--- src/rtl/tiger_fetch.sv ---
// tiger_fetch: instruction fetch stage of the tiger MIPS pipeline.
// Holds the PC, issues single-outstanding Avalon-style reads, and presents
// the fetched word plus its PC to decode. A NOP (32'h0) is driven whenever
// no valid instruction is held.
// Optional feature: define FETCH_STALL_COUNT_EN to build a saturating
// counter of cycles in which decode receives no valid instruction.
module tiger_fetch #(
  parameter logic [31:0] RESET_VECTOR = 32'h0080_0000
) (
  input  logic        clk,
  input  logic        reset,
  input  logic        stall,
  input  logic        flush,
  input  logic [31:0] flushPc,
  input  logic [31:0] nextpc,
  output logic [31:0] iaddress,
  output logic        iread,
  input  logic        iwaitrequest,
  input  logic [31:0] ireaddata,
  input  logic        ireaddatavalid,
  output logic [31:0] instrDe,
  output logic [31:0] pcDe,
  output logic        instrValidDe,
  output logic [31:0] fetchStallCount
);

  typedef enum logic [1:0] {
    REQ   = 2'd0,
    WAIT  = 2'd1,
    VALID = 2'd2,
    DROP  = 2'd3
  } fetchState_t;

  fetchState_t state;
  fetchState_t stateNext;

  logic [31:0] pc;
  logic [31:0] pcNext;
  logic [31:0] instrReg;
  logic [31:0] instrRegNext;
  logic [31:0] pcDeReg;
  logic [31:0] pcDeNext;
  logic        dropPending;
  logic        dropPendingNext;
  logic [31:0] pendPc;
  logic [31:0] pendPcNext;

  logic        accept;
  logic [29:0] addrWord;

  // State and datapath registers; reset has priority over everything else.
  always_ff @(posedge clk) begin
    if (reset) begin
      state       <= REQ;
      pc          <= RESET_VECTOR;
      instrReg    <= 32'h0;
      pcDeReg     <= 32'h0;
      dropPending <= 1'b0;
      pendPc      <= 32'h0;
    end else begin
      state       <= stateNext;
      pc          <= pcNext;
      instrReg    <= instrRegNext;
      pcDeReg     <= pcDeNext;
      dropPending <= dropPendingNext;
      pendPc      <= pendPcNext;
    end
  end

  // Next-state and memory-request logic; flush outranks accept and stall.
  always_comb begin
    stateNext       = state;
    pcNext          = pc;
    instrRegNext    = instrReg;
    pcDeNext        = pcDeReg;
    dropPendingNext = dropPending;
    pendPcNext      = pendPc;
    accept          = 1'b0;
    iread           = 1'b0;
    addrWord        = pc[31:2];

    case (state)
      REQ: begin
        iread = 1'b1;
        if (flush) begin
          pendPcNext = flushPc;
          if (iwaitrequest) begin
            dropPendingNext = 1'b1;
          end else begin
            stateNext = DROP;
          end
        end else if (!iwaitrequest) begin
          stateNext = dropPending ? DROP : WAIT;
        end
      end

      WAIT: begin
        if (flush) begin
          if (ireaddatavalid) begin
            pcNext    = flushPc;
            stateNext = REQ;
          end else begin
            pendPcNext = flushPc;
            stateNext  = DROP;
          end
        end else if (ireaddatavalid) begin
          instrRegNext = ireaddata;
          pcDeNext     = pc;
          stateNext    = VALID;
        end
      end

      VALID: begin
        if (flush) begin
          pcNext    = flushPc;
          stateNext = REQ;
        end else if (!stall) begin
          accept    = 1'b1;
          iread     = 1'b1;
          addrWord  = nextpc[31:2];
          pcNext    = nextpc;
          stateNext = iwaitrequest ? REQ : WAIT;
        end
      end

      DROP: begin
        if (ireaddatavalid) begin
          pcNext          = flush ? flushPc : pendPc;
          dropPendingNext = 1'b0;
          stateNext       = REQ;
        end else if (flush) begin
          pendPcNext = flushPc;
        end
      end

      default: begin
        stateNext = REQ;
      end
    endcase
  end

  // Decode-facing outputs: a NOP whenever no valid instruction is held.
  always_comb begin
    instrValidDe = (state == VALID);
    instrDe      = (state == VALID) ? instrReg : 32'h0;
    pcDe         = pcDeReg;
    iaddress     = {addrWord, 2'b00};
  end

`ifdef FETCH_STALL_COUNT_EN
  logic [31:0] stallCount;

  // Count cycles where decode sees no valid instruction, saturating at all-ones.
  always_ff @(posedge clk) begin
    if (reset) begin
      stallCount <= 32'h0;
    end else if (!instrValidDe && (stallCount != 32'hFFFF_FFFF)) begin
      stallCount <= stallCount + 32'd1;
    end
  end

  assign fetchStallCount = stallCount;
`else
  assign fetchStallCount = 32'h0;
`endif

endmodule

--- config.mk ---
export PLATFORM = sky130hd
export DESIGN_NAME = tiger_fetch
export DESIGN_NICKNAME = d
export VERILOG_FILES = /design/src/rtl/tiger_fetch.sv
export SDC_FILE = /design/constraint.sdc
export NUM_CORES = 1
export LEC_CHECK = 0
export ABC_AREA = 1
export CAP_MARGIN = 0
export CORE_MARGIN = 4
export CORE_UTILIZATION = 42
export CTS_BUF_LIST = sky130_fd_sc_hd__clkbuf_16
export CTS_CLUSTER_DIAMETER = 100
export DETAILED_ROUTE_END_ITERATION = 10
export PLACE_DENSITY = 0.77
export SYNTH_ARGS = -nofsm -noshare
export SYNTH_HDL_FRONTEND = slang
export SYNTH_SLANG_ARGS = --single-unit
--- constraint.sdc ---
create_clock -name clk -period 1.89 [get_ports clk]
set_input_delay 0.567 -clock clk [delete_from_list [all_inputs] [get_ports clk]]
set_output_delay 0.567 -clock clk [all_outputs]
set_load 0.05 [all_outputs]
==> results of run 1 <==
## per-stage QoR
step	TNS (ps)	std cells	setup slack, ps
2_1_floorplan	-4630	1118	-139
5_1_grt	-24490	1542	-465
6_report	-19910	1542	-399
3_3_place_gp	-21670	1498	-443
3_5_place_dp	-24860	1498	-471
4_1_cts	-20630	1538	-425
## worst max-delay path by stage
stage | startpoint | cells after the start | end | slack, ps
2_1_floorplan | state[0]$_SDFFE_PP0P_ | 5 | instrDe[10] | -140
3_3_place_gp | stall | 7 | iaddress[19] | -440
3_5_place_dp | stall | 7 | iaddress[31] | -470
4_1_cts | state[0]$_SDFFE_PP0P_ | 9 | iaddress[5] | -420
5_1_grt | state[0]$_SDFFE_PP0P_ | 8 | iaddress[5] | -460
6_report | state[0]$_SDFFE_PP0P_ | 8 | iaddress[5] | -400
## cell type report
cell class | count | area, um2
fillers | 1305 | 5490
multi-input cells | 815 | 4030
repair buffers | 280 | 3280
flip-flops and latches | 131 | 2630
clock buffers | 17 | 425
well taps | 220 | 275
inverters | 64 | 255
clock inverters | 15 | 141
## per-layer routing
metal	wire length, um	GRT usage, %	vias to the layer above
met5	0	0	-
met2	12400	44.0	422
met1	9760	30.9	3722
li1	-	-	3879
met4	931	12.2	0
met3	2780	7.85	82
## synthesized netlist by cell type, types with 5 or more instances
library cell	instances	share of area, %
buf_2	27	1.9
nor2_1	118	6.3
dfxtp_1	131	37
o21ai_0	60	4.3
inv_1	59	3.1
nand3_1	107	7.6
nand2_4	5	0.80
a21oi_1	96	6.8
buf_4	42	4.5
o21ai_1	34	2.4
clkbuf_1	22	1.2
buf_6	12	1.9
nand2_1	336	18
nand4_1	9	0.80
## power breakdown
group	switching [mW]	total (mW)	internal [mW]
Sequential	0.447	3.81	3.37
Clock	1.45	3.19	1.74
Combinational	4.47	7.16	2.70
Total	6.36	14.2	7.81
## worst max-delay path, cell delays in order (launching register included)
cell and delay (ps):
dfxtp_2 340, inv_6 70, nand2_8 50, nor2_4 110
buf_6 140, nand2_8 100, buf_16 180, o21ai_4 160
buf_12 150
## sequential cells by signal (all words and copies together), names as in the netlist
signal	count
dropPending	1
pendPc	32
pcDe	32
instrReg	32
pc	32
state	2
## repair_timing
action / CTS / global route
hold buffers: 0 / 0
pin swaps: 4 / 3
setup endpoints to repair: 64 / 84
gates cloned: 5 / 1
resized for setup: 85 / 6
buffers inserted: 5 / 3
## cell families (layout without fill, tap and decap cells)
kind of cell	after synthesis	after routing	share of synthesized area (%)
AOI/OAI and AO/OA	191	191	13.6
buffers and inverters	172	376	13.3
DFF	131	131	37.1
other	1	34	0.0531
and+or+nand+nor	590	590	35.9
==> impl_metrics.toml, run 1 <==
[detailed_routing]
ant_nets = 0
drc_errors = 0
dr_total_vias = 8105
wl_mm = 25.9
drt_iter0_drc = 745
drtPass1Iterations = 5
routedWlPerCell_um = 16.8
via_per_inst = 5.26

[timing]
finalCritPeriodShare_pct = 121
fin_ws_ps = -399
holdWs_ps = 452
rsz0062_at_grt = "true"
layout_min_cycle_time_ps = 2290
fmax_ghz = 0.437
drv_slew = 0
final_hold_viol_count = 0
setup_violations = 63
finalClockSkew_ps = 9.54

[placement]
place_area_mm2 = 0.00993
dp_hpwl_mm = 17.1
port_buffers = 197
place_congestion = 0.861

[global_route]
grt_max_degree = 58
grt_pass1_wl_mm = 38.9
antenna_found_initial = 0
grt_pass1_vias = 7691
grt_overflow = 0
track_usage_pct = 26.3

[die]
core-area_mm2 = 0.0165
die_width_um = 138
row_count = 47
start_util_pct = 42.8
dieArea_mm2 = 0.0190
ios = 232
dieHeight_um = 138

[synthesis]
syn-cell-area_mm2 = 0.00706
yosysWarnings = 0
synth_edf_count = 0
synth-seq-area-share_pct = 37.1
ys.flop_type = "dfxtp_1"
synthDistinctLibCells = 28
ys_seq_elements = 131
synthArstFlopShare_pct = 0
synth_cells = 1085
syn_avg_cell_area_um2 = 6.51

[pwr]
power_leakage_nw = 4.81
p_per_area_mw_per_mm2 = 1280
vdd_drop_max_uv = 1040
power.total_mw = 14.2

[finish]
drive_gt1_share_pct = 23.1
final_common_cell = "nand2_1"
fin_util_pct = 66.8
finalInstanceArea_mm2 = 0.0110
syn2layout_area_growth_pct = 56.2
diodes = 0
layout_common_cells = "277 x nand2_1, 129 x dfxtp_1, 118 x nor2_1, 100 x nand3_1, 99 x clkdlybuf4s50_1"
nets = 1411

[min_path]
min_path_cells = 2
hold_path_class = "reg -> reg"
hold_start = "instrReg[21]$_SDFFE_PP0P_"
hold_path_end = "instrReg[21]$_SDFFE_PP0P_"

[clocking]
clk_latency_ps = 430
clk_path_buf_depth = 2
cts.sinks = 131
cts.clk_slew.worst_paths_ps = 60
htreeDepth = 4
cts_tree = "done"
cts-root-buf = "clkbuf_16"
cts_made_buffers = 17

[worst_setup_path]
crit_arrival_ps = 1720
reg2reg_slack_ps = 100
rr_endpoint = "pendPc[2]$_SDFFE_PP0P_"
reg2reg_from = "state[0]$_SDFFE_PP0P_"
path_class = "reg -> out"
endpoint_kind = "primary output"
required_ps = 1320
startpoint_type = "flip-flop"
worstRegToRegCells = 8
cp_max_fo = 7

[outcome]
status = "finished, violations left"
violations = "negative setup slack"

[job]
cap_violations = 0
(Power assumes the default switching activity.)
==> run 2, diff against run 1 <==
CORE_UTILIZATION = 45   (was 42)
PLACE_DENSITY = 0.79   (was 0.77)
clock period = 2.3 ns   (was 1.89 ns; I/O delays follow)
==> impl_metrics.toml, run 2 (synthesis results as in run 1) <==
[outcome]
status = "finished, violations left"
violations = "negative setup slack"

[timing]
layout_min_cycle_time_ps = 2510
tightestPinTransition_ps = 604
finalCritPeriodShare_pct = 109
relSlewSlack_pct = 59.7
final_hold_viol_count = 0
fmax_ghz = 0.398
fin_ws_ps = -213
tns_ps = -4670
drv_slew = 0
setup_violations = 42
rsz0062_at_grt = "true"
holdWs_ps = 452
finalClockSkew_ps = 5.55

[placement]
place_area_mm2 = 0.00964
dp_hpwl_mm = 17.7
port_buffers = 197
place_inst = 1470
place_congestion = 0.853
dp_slack_ps = -277

[global_route]
grt_pass1_vias = 7467
grt_max_degree = 56
track_usage_pct = 28.6
grt_overflow = 0
antenna_found_initial = 2
grt_pass1_wl_mm = 40.7

[detailed_routing]
drt_iter0_drc = 1144
via_per_inst = 5.40
drc_errors = 0
routedWlPerCell_um = 17.9
drtPass1Iterations = 6
wl_mm = 27.2
dr_total_vias = 8186
ant_nets = 0

[finish]
syn2layout_area_growth_pct = 53.5
fin_util_pct = 70.8
drive_gt1_share_pct = 18.4
layout_common_cells = "301 x nand2_1, 129 x dfxtp_1, 116 x nor2_1, 110 x clkdlybuf4s50_1, 96 x a21oi_1"
ff_latch_area_mm2 = 0.00263
nets = 1392
n_fill_cell = 1152
layout.cells.non_filler = 1517
multi_input_area_mm2 = 0.00384
finalInstanceArea_mm2 = 0.0108
final_common_cell = "nand2_1"

[pwr]
vdd_drop_max_uv = 621
p_per_area_mw_per_mm2 = 1080
power.total_mw = 11.7
power_leakage_nw = 4.92

[clocking]
htreeDepth = 4
clk_path_buf_depth = 2
cts_tree = "done"
clk_latency_ps = 420
cts-root-buf = "clkbuf_16"
cts.clk_slew.worst_paths_ps = 60
cts.sinks = 131
cts_made_buffers = 17

[die]
ios = 232
dieHeight_um = 133
dieArea_mm2 = 0.0178
row_count = 45
die_width_um = 133
core-area_mm2 = 0.0153
start_util_pct = 46.1

[worst_setup_path]
cp_max_fo = 8
required_ps = 1610
path_class = "reg -> out"
endpoint_kind = "primary output"
crit_arrival_ps = 1820
startpoint_type = "flip-flop"

[min_path]
hold_path_class = "reg -> reg"

[job]
cap_violations = 0
-- run 2: cell count changes in the layout (fill, tap and decap cells not counted), sizes merged --
cell	previous run	this run
bufbuf	2	1
clkdlybuf4s50	99	110
buf	177	131
clkinv	3	6
inv	73	67
clkbuf	18	19
dlymetal6s2s	0	15
clkdlybuf4s15	0	1
diode	0	3
bufinv	0	3
-- run 2: critical path: stages, from the launching register on --
cell       delay, ps
dfxtp_2          340
inv_6             70
nand2_8           40
nor2_4           170
nand2_4          130
bufbuf_16        310
nand2_1          110
nand2_2           70
buf_6            150
-- run 2: area by class of cell --
| cell class | count | area share [%] |
|---|---|---|
| Antenna cell | 3 | 0.0692 |
| Clock buffer | 17 | 3.92 |
| Clock inverter | 15 | 1.55 |
| Inverter | 64 | 2.33 |
| Multi-Input combinational cell | 815 | 35.4 |
| Sequential cell | 131 | 24.2 |
| Tap cell | 211 | 2.44 |
| Timing Repair Buffer | 261 | 30.1 |
-- run 2: worst paths after layout --
kind	start	endpoint	slack [ps]	cells after the start
max	state[0]$_SDFFE_PP0P_	iaddress[10]	-210	8
min	instrReg[7]$_SDFFE_PP0P_	instrReg[7]$_SDFFE_PP0P_	450	2
max reg2reg	state[1]$_SDFFE_PP0P_	pc[28]$_SDFFE_PP0P_	370	9
min reg2reg	instrReg[7]$_SDFFE_PP0P_	instrReg[7]$_SDFFE_PP0P_	450	2
-- run 2: per-layer routing --
metal	GRT usage, %	part of all wire [%]	vias to the layer above
met4	12.7	4.9	0
li1	-	-	3832
met1	36.5	39	3733
met2	47.1	47	519
met3	5.63	9.2	102
met5	0	0	-
-- run 2: timing repair --
item                                   in CTS  in global routing
buffers inserted                            5                  1
gates resized for setup                    88                 23
gates cloned                                4                  2
hold buffers                                0                  0
setup endpoints to repair                  46                 57
endpoints found under the hold margin       0                  0
pin swaps                                   1                 13
-- run 2: report_power, final --
part,internal [mW],switching (mW)
Clock,1.69,1.06
Sequential,2.77,0.323
Combinational,2.10,3.73
